--- src/rtl/sipo_frame_ctrl.sv ---
// sipo_frame_ctrl
// ----------------------------------------------------------------------------
// Framing controller and output buffer for the serial-in/parallel-out path.
// Qualified serial bits are shifted MSB-first into an internal register. A
// frame starts on a valid bit that carries frame_start. Each completed word
// moves to a holding register and is offered downstream with a valid/ready
// handshake. A word that completes while the holding register is still full
// and not being consumed is dropped, and this sets the sticky overrun flag.
//
// Build option:
//   SIPO_FRAME_PARITY_EN - when defined, each frame is followed by an even
//                          parity bit. parity_err is loaded together with
//                          the word. When undefined, parity_err is tied to 0.
//
// Ports:
//   clk          in   rising-edge clock
//   reset        in   asynchronous, active-high reset
//   serial_in    in   serial data bit, used only when serial_valid is high
//   serial_valid in   qualifies serial_in for this cycle
//   frame_start  in   marks the current valid bit as bit 0 of a new frame
//   out_data     out  completed word; first received bit is in the MSB
//   out_valid    out  out_data holds an unconsumed word
//   out_ready    in   consumer accepts out_data when out_valid is also high
//   overrun      out  sticky flag; a completed word was dropped
//   overrun_clr  in   clears overrun (a new overrun in the same cycle wins)
//   busy         out  a frame is in progress
//   parity_err   out  parity status of out_data, meaningful while out_valid
// ----------------------------------------------------------------------------
module sipo_frame_ctrl #(
  parameter int DATA_WIDTH = 16
) (
  input  logic                  clk,
  input  logic                  reset,
  input  logic                  serial_in,
  input  logic                  serial_valid,
  input  logic                  frame_start,
  output logic [DATA_WIDTH-1:0] out_data,
  output logic                  out_valid,
  input  logic                  out_ready,
  output logic                  overrun,
  input  logic                  overrun_clr,
  output logic                  busy,
  output logic                  parity_err
);

  localparam int CW = $clog2(DATA_WIDTH);

  localparam logic [1:0] IDLE   = 2'd0;
  localparam logic [1:0] SHIFT  = 2'd1;
`ifdef SIPO_FRAME_PARITY_EN
  localparam logic [1:0] PARITY = 2'd2;
`endif

  logic [1:0]            state, next_state;
  logic [CW-1:0]         count, next_count;
  logic [DATA_WIDTH-1:0] shreg, next_shreg;
  logic [DATA_WIDTH-1:0] shifted;
  logic [DATA_WIDTH-1:0] word;
  logic                  complete;
  logic                  restart;
  logic                  handshake;

  assign shifted   = {shreg[DATA_WIDTH-2:0], serial_in};
  assign restart   = serial_valid & frame_start;
  assign handshake = out_valid & out_ready;
  assign busy      = (state != IDLE);

`ifdef SIPO_FRAME_PARITY_EN
  logic perr_next;
  logic parity_q;
`endif

  // The counter cannot hold DATA_WIDTH, so the word completes when the bit
  // arrives while the count is DATA_WIDTH-1. frame_start overrides every
  // state and restarts the frame, which silently discards any partial word.
  always_comb begin
    next_state = state;
    next_count = count;
    next_shreg = shreg;
    complete   = 1'b0;
    word       = shifted;
`ifdef SIPO_FRAME_PARITY_EN
    perr_next  = 1'b0;
`endif
    if (restart) begin
      next_shreg = shifted;
      next_count = CW'(1);
      next_state = SHIFT;
    end else if (serial_valid) begin
      case (state)
        SHIFT: begin
          next_shreg = shifted;
          if (count == CW'(DATA_WIDTH - 1)) begin
            next_count = '0;
`ifdef SIPO_FRAME_PARITY_EN
            next_state = PARITY;
`else
            complete   = 1'b1;
            next_state = IDLE;
`endif
          end else begin
            next_count = count + CW'(1);
          end
        end
`ifdef SIPO_FRAME_PARITY_EN
        // The parity bit is not shifted in; the data word is already whole.
        PARITY: begin
          complete   = 1'b1;
          word       = shreg;
          perr_next  = (^shreg) ^ serial_in;
          next_state = IDLE;
        end
`endif
        default: next_state = state;
      endcase
    end
  end

  // A completed word may load when the holding register is empty or is being
  // emptied by a handshake in the same cycle; otherwise it is dropped.
  always_ff @(posedge clk or posedge reset) begin
    if (reset) begin
      state     <= IDLE;
      count     <= '0;
      shreg     <= '0;
      out_data  <= '0;
      out_valid <= 1'b0;
      overrun   <= 1'b0;
`ifdef SIPO_FRAME_PARITY_EN
      parity_q  <= 1'b0;
`endif
    end else begin
      state <= next_state;
      count <= next_count;
      shreg <= next_shreg;
      if (complete && (!out_valid || handshake)) begin
        out_data  <= word;
        out_valid <= 1'b1;
`ifdef SIPO_FRAME_PARITY_EN
        parity_q  <= perr_next;
`endif
      end else if (handshake) begin
        out_valid <= 1'b0;
      end
      if (complete && out_valid && !out_ready) begin
        overrun <= 1'b1;
      end else if (overrun_clr) begin
        overrun <= 1'b0;
      end
    end
  end

`ifdef SIPO_FRAME_PARITY_EN
  assign parity_err = parity_q;
`else
  assign parity_err = 1'b0;
`endif

endmodule

--- config.mk ---
export PLATFORM = sky130hd
export DESIGN_NAME = sipo_frame_ctrl
export DESIGN_NICKNAME = d
export VERILOG_FILES = /design/src/rtl/sipo_frame_ctrl.sv
export SDC_FILE = /design/constraint.sdc
export NUM_CORES = 1
export LEC_CHECK = 0
export BUFFER_PORTS_ARGS = -buffer_cell sky130_fd_sc_hd__buf_4
export CAP_MARGIN = 5
export CORE_MARGIN = 2
export CORE_UTILIZATION = 43
export CTS_BUF_LIST = sky130_fd_sc_hd__clkbuf_8 sky130_fd_sc_hd__clkbuf_16
export CTS_CLUSTER_DIAMETER = 60
export DETAILED_ROUTE_END_ITERATION = 8
export GPL_TIMING_DRIVEN = 0
export HOLD_SLACK_MARGIN = 0.08
export PLACE_DENSITY = 0.64
export SETUP_SLACK_MARGIN = 0.3
export SLEW_MARGIN = 10
export SYNTH_ARGS = -nofsm -noshare
export SYNTH_HDL_FRONTEND = slang
export SYNTH_SLANG_ARGS = --single-unit
--- constraint.sdc ---
create_clock -name clk -period 1.7 [get_ports clk]
set_clock_uncertainty 0.15 [all_clocks]
set_input_delay 0.34 -clock clk [delete_from_list [all_inputs] [get_ports clk]]
set_output_delay 0.34 -clock clk [all_outputs]
set_load 0.1 [all_outputs]
==> metrics <==
status complete, but fails checks; failing checks negative setup slack; fillers 261; CTS tree done; post-synthesis area per instance 15.2 um2; setup ws final -0.0706 ns; CP top delay family flip-flops; Antenna diodes 0; asr flop ratio synth 1.00; Synth top cells by count dfrtp_1 (38), mux2_2 (21), mux2_4 (10); yosys warns 0; worst-margin pin slew 0.774 ns; height of the die 65.2 um; P_leak 1.22 nW; crit start category flip-flop; Synth area leader dfrtp_1; WL per Instance 15.5 um; worst path cell trace buf_6 > nand4b_4 > nor3b_4 > buf_4 > buf_12 > mux2_4; Critical Path AT 1.80 ns; final period utilization 1.04; Period minus WS final 1.77 ns; Port Buffers 24; overall power 2.38 mW; RSZ-0062 raised after global routing true; hold_ws 0.0443 ns; synthesized instance count 106; Skew-Pair Late Insertion Delay 0.29 ns; count leader, synth dfrtp_1; WP depth 6; # setup viols final 16; Final Max Slew Viols 0; Starting DRT DRC Count 32; fin nets 169; largest net degree at the start of global routing 39; DRC errors left 0; max cap viols 0; worst r2r path cells 6; # rows 22; Overflow after GRT 0; TritonRoute pass-1 iters 4; Synth Flop Type dfrtp_1; Crit Path Max Fanout 5; Mapped Nets 114; Worst-path clk slew 0.08 ns; PwrDens 942 nW/um2; die area 4250 um2; maximum clock rate 565 MHz; H-tree depth 2; Max VDD drop 674 uV; CTS max path bufs 2; worst path required time 1.73 ns; Post-synth EDFFs 0; Worst path slowest cell dfrtp_4; Setup crit end kind flip-flop; Synth cell types 26; Synth Cell Area 1610 um2; core area 3630 um2; kind of critical path reg -> reg; Final Hold Fails 0; via/cell ratio 4.93; Synth area leaders dfrtp_1 (59%), mux2_2 (15%), mux2_4 (9.3%), nand4b_4 (1.5%), buf_12 (1.2%); number of antenna violations at the first check in global routing 0; first-pass GRT wire length 5.13 mm; DP Worst Slack -0.356 ns; share of cells above drive strength 1 0.642; CP Buf/Inv Count 3; Post-DP Area 1860 um2; ANT nets after route 0; post-synthesis sequential area ratio 0.591; HP Class in -> async; io pins 27; post-route cell area 2520 um2; global placer's final weighted congestion 0.723; Initial Util 0.443; clk sinks 38; all-layer global routing usage 0.163; P&R area growth vs syn 56.8%; relative slew slack 0.483; vias in the first global route 1,030; CP max stage delay 0.42 ns; post-DP HPWL 1.69 mm; setup_tns -0.984 ns; DR vias 1,036; root buffer cell clkbuf_8; area share of the largest cell type after synthesis 0.591; synthesized flop and latch total 38; Die X 65.2 um; TritonCTS Buffers 5; WL final 3.25 mm
-- kinds of logic after synthesis --
logic type      Yosys count  share of synthesized area
flops                    38                      0.591
mux                      31                      0.240
simple gates             13                     0.0630
compound gates           12                     0.0521
buf+inv                  10                     0.0435
fa+ha+maj                 1                    0.00777
other cells               1                    0.00233
-- path summary, 6_finish.rpt --
path | slack, ns | to | startpoint
min | 0.04 | shreg[4] | reset
max | -0.07 | out_data[1] | state[0]
min in group clk | 0.09 | overrun | overrun_clr
max in group asynchronous | 0.79 | state[0] | reset
min reg2reg | 0.38 | count[3] | count[3]
max reg2reg | -0.07 | out_data[1] | state[0]
-- report_power, final --
part | total (mW) | internal, mW | switching, mW | leakage (nW)
Combinational | 0.553 | 0.326 | 0.227 | 0.681
Sequential | 1.21 | 1.06 | 0.147 | 0.488
Clock | 0.612 | 0.283 | 0.329 | 0.0493
Total | 2.38 | 1.67 | 0.703 | 1.22
-- sequential cells by signal (all words and copies together) (netlist names) --
register   count
out_data      16
shreg         15
state          1
out_valid      1
overrun        1
count          4
-- layout by cell type, fill, tap and decap left out, drive strengths merged, types with 2 or more instances in the layout --
cell | synthesis | final
a21oi | 3 | 3
clkinv | 0 | 2
dfrtp | 38 | 38
mux2 | 31 | 31
nand3 | 2 | 2
nand2 | 5 | 5
o22ai | 3 | 3
clkbuf | 0 | 5
buf | 5 | 53
inv | 5 | 6
-- per-stage QoR --
stage,std cells,utilization
after floorplan,106,-
after global placement,178,0.511
after detailed placement,178,0.511
after CTS,202,0.639
after global routing,210,0.695
final,210,0.695
-- area by class of cell --
cell class / instances / area [um2] / area share
Sequential cell: 38 / 956 / 0.379
Multi-Input combinational cell: 58 / 698 / 0.277
Timing Repair Buffer: 48 / 647 / 0.256
Clock buffer: 5 / 68.8 / 0.0273
Tap cell: 48 / 60.1 / 0.0238
Buffer: 5 / 57.6 / 0.0228
Inverter: 5 / 18.8 / 0.00744
Clock inverter: 3 / 17.5 / 0.00694
-- metal layers --
metal	share of wire	vias to the layer above	track usage
li1	-	480	-
met5	0	-	0
met2	0.47	20	0.247
met1	0.47	531	0.221
met3	0.044	5	0.0582
met4	0.011	0	0.0469
-- timing repair --
| action | in CTS | in global routing |
|---|---|---|
| pin swaps | 3 | 2 |
| cloned | 2 | 0 |
| setup endpoints to repair | 55 | 55 |
| resized for setup | 62 | 33 |
| endpoints found under the hold margin | 32 | 0 |
| setup buffers | 14 | 8 |
Note: power is estimated with default switching activity, not from simulation.
